==> config.mk <==
export PLATFORM = sky130hd
export DESIGN_NAME = div32_seq
export DESIGN_NICKNAME = d
export VERILOG_FILES = /design/src/rtl/div32_pkg.sv /design/src/rtl/div32_step.sv /design/src/rtl/div32_seq.sv
export SDC_FILE = /design/constraint.sdc
export NUM_CORES = 1
export LEC_CHECK = 0
export BUFFER_PORTS_ARGS = -buffer_cell sky130_fd_sc_hd__buf_4
export CAP_MARGIN = 20
export CELL_PAD_IN_SITES_DETAIL_PLACEMENT = 1
export CELL_PAD_IN_SITES_GLOBAL_PLACEMENT = 1
export CORE_MARGIN = 10
export CORE_UTILIZATION = 43
export CTS_CLUSTER_SIZE = 14
export DETAILED_ROUTE_END_ITERATION = 7
export GPL_ROUTABILITY_DRIVEN = 0
export GPL_TIMING_DRIVEN = 0
export PLACE_DENSITY = 0.84
export SLEW_MARGIN = 30
export SYNTH_ARGS = -nofsm -noshare
export SYNTH_HDL_FRONTEND = slang
export SYNTH_SLANG_ARGS = --single-unit
==> constraint.sdc <==
create_clock -name clk -period 3.6 [get_ports clk]
set_clock_uncertainty 0.15 [all_clocks]
set_input_delay 0.72 -clock clk [delete_from_list [all_inputs] [get_ports clk]]
set_output_delay 0.72 -clock clk [all_outputs]
set_load 0.01 [all_outputs]
==> src/rtl/div32_pkg.sv <==
// Shared types and sizing constants for the sequential divider.
`timescale 1ns/1ps
package div32_pkg;

   localparam int unsigned WIDTH_DEF = 32;
   localparam int unsigned CNT_W     = $clog2(WIDTH_DEF);

   typedef enum logic [1:0] {
      IDLE = 2'd0,
      RUN  = 2'd1,
      DONE = 2'd2
   } state_t;

endpackage

==> src/rtl/div32_step.sv <==
// One restoring-division step: shift in the next dividend bit, trial subtract, select.
`timescale 1ns/1ps
module div32_step
   import div32_pkg::*;
#(
   parameter int unsigned WIDTH = WIDTH_DEF
) (
   input  logic [WIDTH-1:0] rem,
   input  logic             bit_in,
   input  logic [WIDTH-1:0] divisor,
   output logic [WIDTH-1:0] rem_next_c,
   output logic             q_bit_c
);

   logic [WIDTH:0] shifted;
   logic [WIDTH:0] diff;

   assign shifted    = {rem, bit_in};
   assign diff       = shifted - {1'b0, divisor};
   // Non-negative trial result means the divisor fits: keep the difference.
   assign q_bit_c    = ~diff[WIDTH];
   assign rem_next_c = q_bit_c ? diff[WIDTH-1:0] : shifted[WIDTH-1:0];

endmodule

==> src/rtl/div32_seq.sv <==
// Sequential restoring divider, one quotient bit per cycle.
// Define DIV32_SIGNED_EN to add the sgn port and two's-complement operation.
`timescale 1ns/1ps
module div32_seq
   import div32_pkg::*;
#(
   parameter int unsigned WIDTH = WIDTH_DEF
) (
   input  logic             clk,
   input  logic             rst_n,
   input  logic             start,
   input  logic [WIDTH-1:0] A,
   input  logic [WIDTH-1:0] B,
`ifdef DIV32_SIGNED_EN
   input  logic             sgn,
`endif
   output logic             busy,
   output logic             done,
   output logic [WIDTH-1:0] Q,
   output logic [WIDTH-1:0] R,
   output logic             dz
);

   state_t           state, state_nxt;
   logic [WIDTH-1:0] quo, quo_nxt;
   logic [WIDTH-1:0] rem, rem_nxt;
   logic [WIDTH-1:0] dvs, dvs_nxt;
   logic [CNT_W-1:0] cnt, cnt_nxt;
   logic             neg_q, neg_q_nxt;
   logic             neg_r, neg_r_nxt;
   logic             done_nxt, dz_nxt;
   logic [WIDTH-1:0] q_nxt, r_nxt;
   logic [WIDTH-1:0] step_rem_c;
   logic             q_bit_c;
   logic             a_neg, b_neg;
   logic [WIDTH-1:0] a_mag, b_mag;

   // Operand sign handling; the core always divides magnitudes.
`ifdef DIV32_SIGNED_EN
   assign a_neg = sgn & A[WIDTH-1];
   assign b_neg = sgn & B[WIDTH-1];
`else
   assign a_neg = 1'b0;
   assign b_neg = 1'b0;
`endif
   assign a_mag = a_neg ? -A : A;
   assign b_mag = b_neg ? -B : B;

   div32_step #(.WIDTH(WIDTH)) u_step (
      .rem        (rem),
      .bit_in     (quo[WIDTH-1]),
      .divisor    (dvs),
      .rem_next_c (step_rem_c),
      .q_bit_c    (q_bit_c)
   );

   // Next-state and next-output logic.
   always_comb begin
      state_nxt = state;
      quo_nxt   = quo;
      rem_nxt   = rem;
      dvs_nxt   = dvs;
      cnt_nxt   = cnt;
      neg_q_nxt = neg_q;
      neg_r_nxt = neg_r;
      done_nxt  = 1'b0;
      dz_nxt    = dz;
      q_nxt     = Q;
      r_nxt     = R;
      case (state)
         IDLE: begin
            if (start) begin
               if (B == '0) begin
                  state_nxt = DONE;
                  done_nxt  = 1'b1;
                  dz_nxt    = 1'b1;
                  q_nxt     = '1;
                  r_nxt     = A;
               end else begin
                  state_nxt = RUN;
                  dz_nxt    = 1'b0;
                  quo_nxt   = a_mag;
                  rem_nxt   = '0;
                  dvs_nxt   = b_mag;
                  cnt_nxt   = '0;
                  neg_q_nxt = a_neg ^ b_neg;
                  neg_r_nxt = a_neg;
               end
            end
         end
         RUN: begin
            quo_nxt = {quo[WIDTH-2:0], q_bit_c};
            rem_nxt = step_rem_c;
            cnt_nxt = cnt + CNT_W'(1);
            if (cnt == CNT_W'(WIDTH - 1)) begin
               state_nxt = DONE;
               done_nxt  = 1'b1;
               q_nxt     = neg_q ? -quo_nxt : quo_nxt;
               r_nxt     = neg_r ? -rem_nxt : rem_nxt;
            end
         end
         DONE:    state_nxt = IDLE;
         default: state_nxt = IDLE;
      endcase
   end

   always_ff @(posedge clk or negedge rst_n) begin
      if (!rst_n) begin
         state <= IDLE;
         quo   <= '0;
         rem   <= '0;
         dvs   <= '0;
         cnt   <= '0;
         neg_q <= 1'b0;
         neg_r <= 1'b0;
         busy  <= 1'b0;
         done  <= 1'b0;
         dz    <= 1'b0;
         Q     <= '0;
         R     <= '0;
      end else begin
         state <= state_nxt;
         quo   <= quo_nxt;
         rem   <= rem_nxt;
         dvs   <= dvs_nxt;
         cnt   <= cnt_nxt;
         neg_q <= neg_q_nxt;
         neg_r <= neg_r_nxt;
         busy  <= (state_nxt != IDLE);
         done  <= done_nxt;
         dz    <= dz_nxt;
         Q     <= q_nxt;
         R     <= r_nxt;
      end
   end

endmodule

==> results by group <==
Route
  – Via count: 8246
  – ANT nets after route: 0
  – Initial DRC count: 527
  – Total Wirelength: 30250 µm
  – Vias/cell: 5.699
  – DRC: 0
  – DR pass1 iterations: 5
  – WL per Instance: 20.91 µm

Synthesis
  – Synth Cell Area: 8886 µm²
  – Post-Synthesis Net Count: 1102
  – Post-synthesis sequential area ratio: 47.87%
  – Seq cells post-synth: 170
  – Mapped Avg Cell Area: 8.886 µm²
  – Cell count after synthesis: 1000
  – Most frequent cell after synthesis: nand2_1
  – Synth area leader: dfrtp_1
  – Asr flop ratio synth: 100.0%
  – Largest cells by area after synthesis: dfrtp_1 (48%), nand2_1 (7.8%), o21ai_0 (6.0%)
  – YS warnings: 0
  – Area share of the largest cell type after synthesis: 47.87%
  – Ys flop type: dfrtp_1
  – Synth cell types: 59
  – Post-synth top cells: nand2_1 (185), dfrtp_1 (170), o21ai_0 (106)
  – EDFF count, synth: 0

Worst setup path
  – CP max stage delay: 0.41 ns
  – CP dominant cell by count: inv_1
  – R2r worst-path depth: 14
  – Worst Path Max Fanout: 10
  – Critical path's slowest cell: fa_1
  – Worst r2r dst: R[22]
  – CP Launch Point: quo[31]
  – Critical path depth in cells: 14
  – Startpoint type of the worst setup path: register
  – Cell family with most CP delay: compound AO/OA/AOI/OAI gates
  – Slack of the worst reg-to-reg path: 0.09 ns
  – Buf+Inv Stages, Crit Path: 4
  – CP cell instances: inv_1 -> ha_1 -> fa_1 -> inv_1 -> a21o_1 -> a221o_2 -> a31oi_4 -> o21ai_4 -> a311oi_4 -> buf_4 -> nor2_8 -> buf_12 -> mux2i_2 -> o21ai_1
  – Setup crit end: R[22]
  – Setup crit end kind: register
  – CP required: 3.74 ns
  – Reg-to-Reg Start: quo[31]
  – Critical path class: reg2reg
  – CP arrival: 3.65 ns

Floorplanning
  – Num ports: 134
  – Core region area: 20300 µm²
  – Die width: 163.8 µm
  – Die Ht: 163.8 µm
  – Starting Density: 43.77%
  – Die ar.: 26820 µm²
  – Row cnt: 52

Finish
  – Fraction of layout cells with a size suffix above 1: 17.50%
  – Fin nets: 1266
  – Final Cell Area: 10970 µm²
  – Final core occ: 54.02%
  – # fillers: 2420
  – # diodes: 0
  – Syn-to-layout area delta: 23.42%
  – Non-filler cells, final: 1447

Clock network
  – Later-pin clock latency in the skew report: 0.44 ns
  – Cts hold-fix bufs: 0
  – Clock slew at reported path FFs: 0.07 ns
  – Clock sinks: 170
  – CTS tree: yes
  – Clock root cell: clkbuf_16
  – H-Tree Level Count: 4
  – CTS Buf Count: 17
  – CTS max path bufs: 2

Pwr
  – Total power: 13.45 mW
  – Clock power frac: 13.5%
  – Pleak: 5.131 nW
  – Power density of the placed cells: 1226 nW/µm²
  – Logic pwr share: 61.5%
  – Worst vdd ir: 549.3 µV
  – Sw frac: 48.01%
  – Switch Pwr: 6.456 mW
  – Int Pwr: 6.990 mW
  – Flop pwr share: 25.0%

Run status
  – Status: finished clean

STA
  – Slew at the pin with the worst max-slew slack: 0.7977 ns
  – Hold Fails Final Rpt: 0
  – Hold Slack: 0.001277 ns
  – Final Slew Violations: 0
  – Highest Clock Rate: 285.1 MHz
  – Final setup fails: 0
  – Minimum clock period: 3.508 ns
  – Final worst-path cycle share: 97.44%
  – Max-Slew Margin vs Limit: 46.82%

Placed design
  – HPWL Detailed: 22910 µm
  – PortBufs: 133
  – DP Cell Count: 1405
  – Post-placement cell area: 10280 µm²

Global route
  – GRT Util Overall: 22.05%
  – Number of global-route vias before repair: 8501
  – Pin count of the biggest net entering global routing: 71
  – First-pass GRT wire length: 46910 µm
  – Total grt overflow: 0
  – Initial antenna violation count: 0

Run
  – Max_cap viols: 0

Worst hold path
  – Worst hold path class: in2async
flip-flops by register name, summed over array words and instances, names as in the netlist:
name	flops
Q	32
R	32
dvs	32
quo	32
rem	32
cnt	5
state	2
busy	1
done	1
dz	1
worst min-delay path by stage:
stage	cells after the start	from	endpoint
finish	1	rst_n	Q[8]
global route	1	rst_n	Q[10]
CTS	1	rst_n	Q[8]
detailed placement	2	Q[8]	Q[8]
global placement	2	Q[8]	Q[8]
floorplan	0	rst_n	Q[0]
per-stage QoR:
step                      worst slack (ns)  setup TNS [ns]
after floorplan                     0.6876               0
after global placement            -0.06058          -1.273
after detailed placement          -0.08139          -1.524
after CTS                        -0.001744       -0.001950
after global routing              -0.01791        -0.02216
final                              0.09231               0
layer usage:
metal | wire length [µm] | GRT usage [%] | vias up
li1 | - | - | 3815
met1 | 13270 | 28.24 | 4145
met2 | 14480 | 36.46 | 237
met3 | 1723 | 4.380 | 49
met4 | 777 | 7.636 | 0
met5 | 0 | 0 | -
placed cells by master, fill, tap and decap left out, types with 6 or more instances in the layout:
| cell | n |
|---|---|
| xor2_1 | 13 |
| nand2b_1 | 8 |
| nor2_1 | 61 |
| mux2i_1 | 15 |
| a31oi_1 | 40 |
| nand3_1 | 30 |
| inv_1 | 36 |
| clkbuf_1 | 52 |
| inv_6 | 6 |
| nand2_1 | 185 |
| ha_1 | 34 |
| mux2i_2 | 8 |
| xnor2_1 | 17 |
| clkbuf_16 | 17 |
| buf_4 | 142 |
| nor3_1 | 6 |
| dfrtp_1 | 170 |
| a21oi_1 | 71 |
| o21ai_0 | 106 |
| nor4_1 | 8 |
| a21o_1 | 11 |
| and3_1 | 28 |
| o21ai_1 | 35 |
cells by family (layout without fill, tap and decap cells):
kind of cell / count (synthesis) / count (layout) / share of synthesized area, %
compound gates: 300 / 300 / 19.87
xor+xnor: 30 / 30 / 2.957
fa+ha+maj: 35 / 35 / 5.013
buf+inv: 94 / 271 / 4.294
flops: 170 / 170 / 47.87
mux: 24 / 24 / 2.718
simple gates: 347 / 347 / 17.28
layout make-up:
cell class                      count  area, µm²  share of cell area, %
Inverter                           37      138.9                  1.266
Clock inverter                     14      126.4                  1.152
Multi-Input combinational cell    736       4292                  39.13
Buffer                             57      242.7                  2.213
Tap cell                          270      337.8                  3.080
Sequential cell                   170       4254                  38.79
Timing Repair Buffer              145       1136                  10.36
Clock buffer                       18      439.2                  4.005
power groups by stage:
stage | Sequential, mW | Clock, mW | Combinational, mW
4_1_cts | 3.33 | 1.82 | 7.86
3_5_place_dp | 3.35 | 0 | 7.75
6_report | 3.36 | 1.82 | 8.27
5_1_grt | 3.45 | 1.91 | 9.01
3_3_place_gp | 3.31 | 0 | 7.43
2_1_floorplan | 3.31 | 0 | 5.25
repair_timing:
action / CTS / global route
gates resized for setup: 2 / 10
pin swaps: 0 / 5
endpoints found under the setup margin: 3 / 58
setup buffers: 0 / 10
Note: power is estimated with default switching activity, not from simulation.
